### src/rtl/cic_pkg.sv
// Shared definitions for the CIC interpolator gain-compensation shifter.
// Holds the gain-computation FSM state encoding and the helper functions
// that derive the headroom, shift and product widths from N and RW.
package cic_pkg;

  typedef enum logic [1:0] {
    ST_IDLE = 2'd0,
    ST_MUL  = 2'd1,
    ST_LOG  = 2'd2,
    ST_DONE = 2'd3
  } cic_state_e;

  // Input headroom bits: the CIC gain is rate^(N-1), at most (N-1)*RW bits.
  function automatic int max_bit_gain(input int n, input int rw);
    return (n - 1) * rw;
  endfunction

  // Width of the shift value; never narrower than one bit.
  function automatic int shift_width(input int mbg);
    return (mbg < 1) ? 1 : $clog2(mbg + 1);
  endfunction

  // Width of the running product p = r^(N-1).
  function automatic int prod_width(input int n, input int rw);
    return (n - 1) * rw;
  endfunction

endpackage

### src/rtl/cic_int_shifter_pipe_round_sat.sv
// round_sat: combinational round-half-up arithmetic right shift followed by
// saturation to a signed BW-bit range.
//   x_i   : signed IW-bit input sample
//   s_i   : right-shift amount (0 passes the sample straight through)
//   y_o   : signed BW-bit result
//   sat_o : high when the result was clipped
module round_sat #(
  parameter int IW = 40,
  parameter int BW = 16,
  parameter int SW = 5
) (
  input  logic signed [IW-1:0] x_i,
  input  logic        [SW-1:0] s_i,
  output logic signed [BW-1:0] y_o,
  output logic                 sat_o
);

  localparam logic signed [IW:0] MAXV = {{(IW-BW+2){1'b0}}, {(BW-1){1'b1}}};
  localparam logic signed [IW:0] MINV = {{(IW-BW+2){1'b1}}, {(BW-1){1'b0}}};

  // One extra bit so the rounding add cannot overflow.
  logic signed [IW:0] xe;
  logic signed [IW:0] bias;
  logic signed [IW:0] sum;
  logic signed [IW:0] res;

  always_comb begin
    xe   = {x_i[IW-1], x_i};
    bias = '0;
    if (s_i != '0) begin
      bias = {{IW{1'b0}}, 1'b1} << (s_i - 1'b1);
    end
    sum   = xe + bias;
    res   = sum >>> s_i;
    y_o   = res[BW-1:0];
    sat_o = 1'b0;
    if (res > MAXV) begin
      y_o   = MAXV[BW-1:0];
      sat_o = 1'b1;
    end else if (res < MINV) begin
      y_o   = MINV[BW-1:0];
      sat_o = 1'b1;
    end
  end

endmodule

### src/rtl/cic_int_shifter_pipe.sv
// cic_int_shifter_pipe: gain compensation for a CIC interpolator.
// A small FSM computes shift = ceil((N-1)*log2(rate)) by repeated
// multiplication then a linear log search; a 2-stage valid/ready pipeline
// applies a rounding, saturating right shift to each integrator sample.
//   clock, reset_n          : clock (rising edge), async active-low reset
//   rate, rate_stb          : interpolation rate and its one-cycle load pulse
//   busy, shift             : gain computation active / shift in force
//   in_data/valid/ready     : IW-bit signed samples in
//   out_data/valid/ready    : BW-bit signed samples out, sat flags clipping
module cic_int_shifter_pipe
  import cic_pkg::*;
#(
  parameter int BW         = 16,
  parameter int N          = 4,
  parameter int RW         = 8,
  parameter int MAXBITGAIN = max_bit_gain(N, RW),
  parameter int SW         = shift_width(MAXBITGAIN)
) (
  input  logic                           clock,
  input  logic                           reset_n,
  input  logic        [RW-1:0]           rate,
  input  logic                           rate_stb,
  output logic                           busy,
  output logic        [SW-1:0]           shift,
  input  logic signed [BW+MAXBITGAIN-1:0] in_data,
  input  logic                           in_valid,
  output logic                           in_ready,
  output logic signed [BW-1:0]           out_data,
  output logic                           out_valid,
  input  logic                           out_ready,
  output logic                           sat
);

  localparam int IW = BW + MAXBITGAIN;
  localparam int PW = prod_width(N, RW);

  // ---------------- gain computation FSM ----------------
  cic_state_e    state_q, state_d;
  logic [RW-1:0] r_q, r_d;
  logic [PW-1:0] p_q, p_d;
  logic [SW-1:0] g_q, g_d;
  logic [2:0]    mcnt_q, mcnt_d;
  logic [SW-1:0] shift_q, shift_d;
  logic [RW-1:0] rate_eff;
  logic [PW:0]   pow2;
  logic          log_done;

  always_ff @(posedge clock or negedge reset_n) begin
    if (!reset_n) begin
      state_q <= ST_IDLE;
      r_q     <= RW'(1);
      p_q     <= PW'(1);
      g_q     <= '0;
      mcnt_q  <= '0;
      shift_q <= '0;
    end else begin
      state_q <= state_d;
      r_q     <= r_d;
      p_q     <= p_d;
      g_q     <= g_d;
      mcnt_q  <= mcnt_d;
      shift_q <= shift_d;
    end
  end

  always_comb begin
    rate_eff = (rate == '0) ? RW'(1) : rate;
    pow2     = {{PW{1'b0}}, 1'b1} << g_q;
    // The MAXBITGAIN cap only matters if the parameter is overridden below
    // (N-1)*RW; it keeps the search bounded within the shift range.
    log_done = (pow2 >= {1'b0, p_q}) || (g_q == SW'(MAXBITGAIN));

    state_d = state_q;
    r_d     = r_q;
    p_d     = p_q;
    g_d     = g_q;
    mcnt_d  = mcnt_q;
    shift_d = shift_q;
    case (state_q)
      ST_IDLE: begin
        if (rate_stb) begin
          r_d     = rate_eff;
          p_d     = PW'(rate_eff);
          mcnt_d  = '0;
          state_d = ST_MUL;
        end
      end
      ST_MUL: begin
        p_d    = p_q * PW'(r_q);
        mcnt_d = mcnt_q + 1'b1;
        if (mcnt_q == 3'(N - 3)) begin
          g_d     = '0;
          state_d = ST_LOG;
        end
      end
      ST_LOG: begin
        if (log_done) state_d = ST_DONE;
        else          g_d     = g_q + 1'b1;
      end
      ST_DONE: begin
        shift_d = g_q;
        state_d = ST_IDLE;
      end
      default: state_d = ST_IDLE;
    endcase
  end

  always_comb begin
    busy  = (state_q != ST_IDLE);
    shift = shift_q;
  end

  // ---------------- sample pipeline ----------------
  logic                 rdy_en_q;
  logic                 s1_v_q;
  logic signed [IW-1:0] s1_x_q;
  logic        [SW-1:0] s1_s_q;
  logic                 s2_v_q;
  logic signed [BW-1:0] s2_y_q;
  logic                 s2_sat_q;
  logic signed [BW-1:0] rs_y;
  logic                 rs_sat;
  logic                 s2_free, s1_adv, s1_free, in_acc;

  always_comb begin
    s2_free  = !s2_v_q || out_ready;
    s1_adv   = s1_v_q && s2_free;
    s1_free  = !s1_v_q || s2_free;
    in_ready = rdy_en_q && !busy && s1_free;
    in_acc   = in_valid && in_ready;
  end

  round_sat #(.IW(IW), .BW(BW), .SW(SW)) u_round_sat (
    .x_i   (s1_x_q),
    .s_i   (s1_s_q),
    .y_o   (rs_y),
    .sat_o (rs_sat)
  );

  always_ff @(posedge clock or negedge reset_n) begin
    if (!reset_n) begin
      rdy_en_q <= 1'b0;
      s1_v_q   <= 1'b0;
      s1_x_q   <= '0;
      s1_s_q   <= '0;
      s2_v_q   <= 1'b0;
      s2_y_q   <= '0;
      s2_sat_q <= 1'b0;
    end else begin
      rdy_en_q <= 1'b1;
      // Each sample carries the shift that was in force when it was accepted.
      if (in_acc) begin
        s1_v_q <= 1'b1;
        s1_x_q <= in_data;
        s1_s_q <= shift_q;
      end else if (s1_adv) begin
        s1_v_q <= 1'b0;
      end
      if (s1_adv) begin
        s2_v_q   <= 1'b1;
        s2_y_q   <= rs_y;
        s2_sat_q <= rs_sat;
      end else if (out_ready) begin
        s2_v_q <= 1'b0;
      end
    end
  end

  always_comb begin
    out_valid = s2_v_q;
    out_data  = s2_y_q;
    sat       = s2_sat_q;
  end

endmodule

### config.mk
export PLATFORM = sky130hd
export DESIGN_NAME = cic_int_shifter_pipe
export DESIGN_NICKNAME = d
export VERILOG_FILES = /design/src/rtl/cic_pkg.sv /design/src/rtl/cic_int_shifter_pipe_round_sat.sv /design/src/rtl/cic_int_shifter_pipe.sv
export SDC_FILE = /design/constraint.sdc
export NUM_CORES = 1
export LEC_CHECK = 0
export BUFFER_PORTS_ARGS = -buffer_cell sky130_fd_sc_hd__buf_2
export CORE_MARGIN = 1.5
export CORE_UTILIZATION = 50
export CTS_CLUSTER_DIAMETER = 40
export CTS_CLUSTER_SIZE = 10
export DETAILED_ROUTE_END_ITERATION = 10
export HOLD_SLACK_MARGIN = 0.08
export PLACE_DENSITY_LB_ADDON = 0.25
export REMOVE_ABC_BUFFERS = 1
export SLEW_MARGIN = 20
export SYNTH_ARGS = -nofsm -noshare
export SYNTH_HDL_FRONTEND = slang
export SYNTH_HIERARCHICAL = 1
export SYNTH_SLANG_ARGS = --single-unit
### constraint.sdc
create_clock -name clock -period 9.86 [get_ports clock]
set_input_delay 0.986 -clock clock [delete_from_list [all_inputs] [get_ports clock]]
set_output_delay 0.986 -clock clock [all_outputs]
set_load 0.1 [all_outputs]
==> flow_metrics.py <==
metrics = {
    "synthesis": {
        "ys_ff_latch": 112,
        "synth_cell_type_count": 112,
        "syn_area_um2": 16900,
        "netlist_instances": 2026,
        "synth_edf_count": 0,
        "seq_area_frac_synth": 0.166,
        "synth_flop_cell": "dfrtp_1",
        "yosys_warnings": 6,
        "postSynthAreaPerCell_um2": 8.32,
        "async_reset_ff_frac": 1.00,
    },
    "worst_setup_path": {
        "start_kind": "flop",
        "rr_worst_depth": 20,
        "crit_path_end": "out_data[1]$_DFFE_PN0P_",
        "reg2reg_from": "s1_s_q[1]$_DFFE_PN0P_",
        "cp.required_ns": 10.14,
        "arrival_ns": 8.11,
        "critPathCaptureType": "flop",
        "reg2reg_to": "out_data[1]$_DFFE_PN0P_",
        "startpoint": "s1_s_q[1]$_DFFE_PN0P_",
        "path_max_fanout": 23,
        "r2r_slack_ns": 2.03,
        "worstSetupPathType": "reg -> reg",
    },
    "floorplanning": {
        "core_um2": 33400,
        "start_util": 0.505,
        "dieArea_um2": 34800,
        "fp.dieW_um": 187,
        "die_h_um": 187,
        "num_io_pins": 78,
        "row_count": 67,
    },
    "clock_network": {
        "cts_tree": "done",
        "ctsRootBufferMaster": "clkbuf_16",
        "path_clk_slew_ns": 0.09,
        "clockBufferDepth": 2,
        "cts.sinks": 112,
        "cts_resized": 0,
        "cts_hold_buf": 0,
        "cts_max_level": 3,
        "numCtsBuffers": 9,
        "postCtsSetupRepairBufs": 0,
        "clock_latency_ns": 0.40,
    },
    "detailed_routing": {
        "drtIter0Drc": 1554,
        "drc_errors": 0,
        "drt.antenna.violating_nets": 0,
        "dr.pass1.iters": 6,
        "routed-via-count": 15800,
        "wl_per_cell_um": 22.8,
        "vias_per_cell": 6.40,
        "drt-total-wl_um": 56300,
    },
    "outcome": {
        "status": "completed",
    },
    "timing": {
        "finalSetupViolCount": 0,
        "finalWorstSetupSlack_ns": 2.03,
        "fmax_mhz": 128,
        "period_share": 0.794,
        "rsz0062_at_grt": "false",
        "max_slew_margin": 0.234,
        "clock_skew_ns": 0.0247,
        "slew_violations": 0,
        "post-route-min-period_ns": 7.83,
        "tightest_slew_ns": 1.13,
        "tns_ns": 0,
        "hold_slack_ns": 0.506,
        "finalHoldViolCount": 0,
    },
    "run": {
        "max_cap_viol_count": 0,
    },
    "placement": {
        "dp.final_hpwl_um": 43100,
        "dp.cells": 2449,
        "port_buffers": 77,
        "place_ws_ns": 2.25,
        "gp_congestion": 0.949,
    },
    "grt": {
        "globalRoute.totalOverflow": 0,
        "grt_antenna_before_repair": 0,
        "grt_pass1_vias": 15900,
        "track_usage": 0.327,
        "grt_max_degree": 66,
        "grt_pass1_wl_um": 89800,
    },
    "min_path": {
        "hp-class": "reg -> reg",
    },
    "finish": {
        "syn_to_final_growth_pct": 4.27,
        "n_antenna_cell": 0,
        "final_common_cell": "nand2_1",
        "nNetsFinal": 2275,
        "fin_cells": 2465,
        "mostFrequentLayoutCells": "189 x nand2_1, 176 x inv_1, 163 x nor2_1, 139 x and2_1, 109 x fa_1",
        "drive_gt1_frac": 0.138,
    },
}
[how the worst min path moves through the flow]
| stage | cells past startpoint | to | from | slack [ns] |
|---|---|---|---|---|
| finish | 1 | out_data[13]$_DFFE_PN0P_ | out_data[13]$_DFFE_PN0P_ | 0.51 |
| CTS | 1 | out_data[13]$_DFFE_PN0P_ | out_data[13]$_DFFE_PN0P_ | 0.51 |
| global placement | 1 | out_valid$_DFFE_PN0P_ | s1_v_q$_DFFE_PN0P_ | 0.47 |
| detailed placement | 1 | out_data[13]$_DFFE_PN0P_ | out_data[13]$_DFFE_PN0P_ | 0.49 |
| global route | 1 | out_data[13]$_DFFE_PN0P_ | out_data[13]$_DFFE_PN0P_ | 0.52 |
| floorplan | 1 | out_valid$_DFFE_PN0P_ | s1_v_q$_DFFE_PN0P_ | 0.46 |
[logic make-up after synthesis]
| group | share of synthesized area |
|---|---|
| simple gates | 0.213 |
| other cells | 0.000446 |
| compound gates | 0.216 |
| fa+ha+maj | 0.204 |
| flops | 0.166 |
| xor+xnor | 0.0290 |
| buf+inv | 0.0801 |
| mux | 0.0906 |
[cell type report]
type	instances	area [µm²]
sequential	112	2810
tap	448	561
fill	3261	15800
timing repair buffer	92	500
clock inverter	7	103
multi-input combinational	1620	12700
inverter	177	664
clock buffer	9	225
[flip-flops by register name (all words and copies together) (netlist names), 2 cells and up]
signal    flops
g_q           5
shift         5
out_data     16
mcnt_q        3
r_q           8
state_q       2
p_q          24
s1_x_q       40
s1_s_q        5
[critical path: stages (launching register included)]
cell and delay, ns:
dfrtp_1 0.38, inv_1 0.58, nand2_1 0.74, nor3_1 0.36
ha_1 0.27, inv_1 0.07, fa_1 0.40, nand2b_1 0.20
a21oi_1 0.20, o21ai_0 0.18, a21oi_1 0.42, o31ai_1 0.17
nand2_1 0.50, o32ai_1 0.17, nor4b_1 0.70, o211ai_1 0.22
a2111oi_2 0.41, a41oi_2 0.20, o41ai_4 0.99, o21ai_0 0.23
mux2_2 0.32
[metrics by stage]
stage          utilization  instance area [µm²]
2_1_floorplan            -                16200
3_3_place_gp         0.517                17200
3_5_place_dp         0.517                17200
4_1_cts              0.527                17600
5_1_grt              0.527                17600
6_report             0.527                17600
[synth_stat cells, types with 15 or more instances]
cell type    n  area share
buf_2       17      0.0050
nand3_1     37       0.011
nor2_1     163       0.036
fa_1       109        0.13
a211oi_1    41       0.018
nand4_1     33       0.012
ha_1       101       0.075
mux2_2      83       0.055
nor3_1      47       0.014
dfrtp_1    110        0.16
mux2i_1     43       0.026
clkbuf_1    66       0.015
xnor2_1     33       0.017
and2_1     139       0.052
inv_1      176       0.039
nand2_1    190       0.042
o21ai_0     82       0.024
and3_1      15      0.0056
a21o_1      22      0.0098
xor2_1      21       0.011
a21oi_1    106       0.031
clkbuf_8    15       0.012
o211ai_1    18      0.0080
o21a_1      20      0.0089
[metal layers]
metal,vias up,part of all wire,global-route usage
li1,7127,-,-
met4,0,0.051,0.160
met1,7783,0.40,0.405
met2,698,0.49,0.566
met3,169,0.058,0.0386
met5,-,0,0
Power is not shown: default switching activity piles up to over one toggle a cycle in this logic, so the estimate is an artifact.
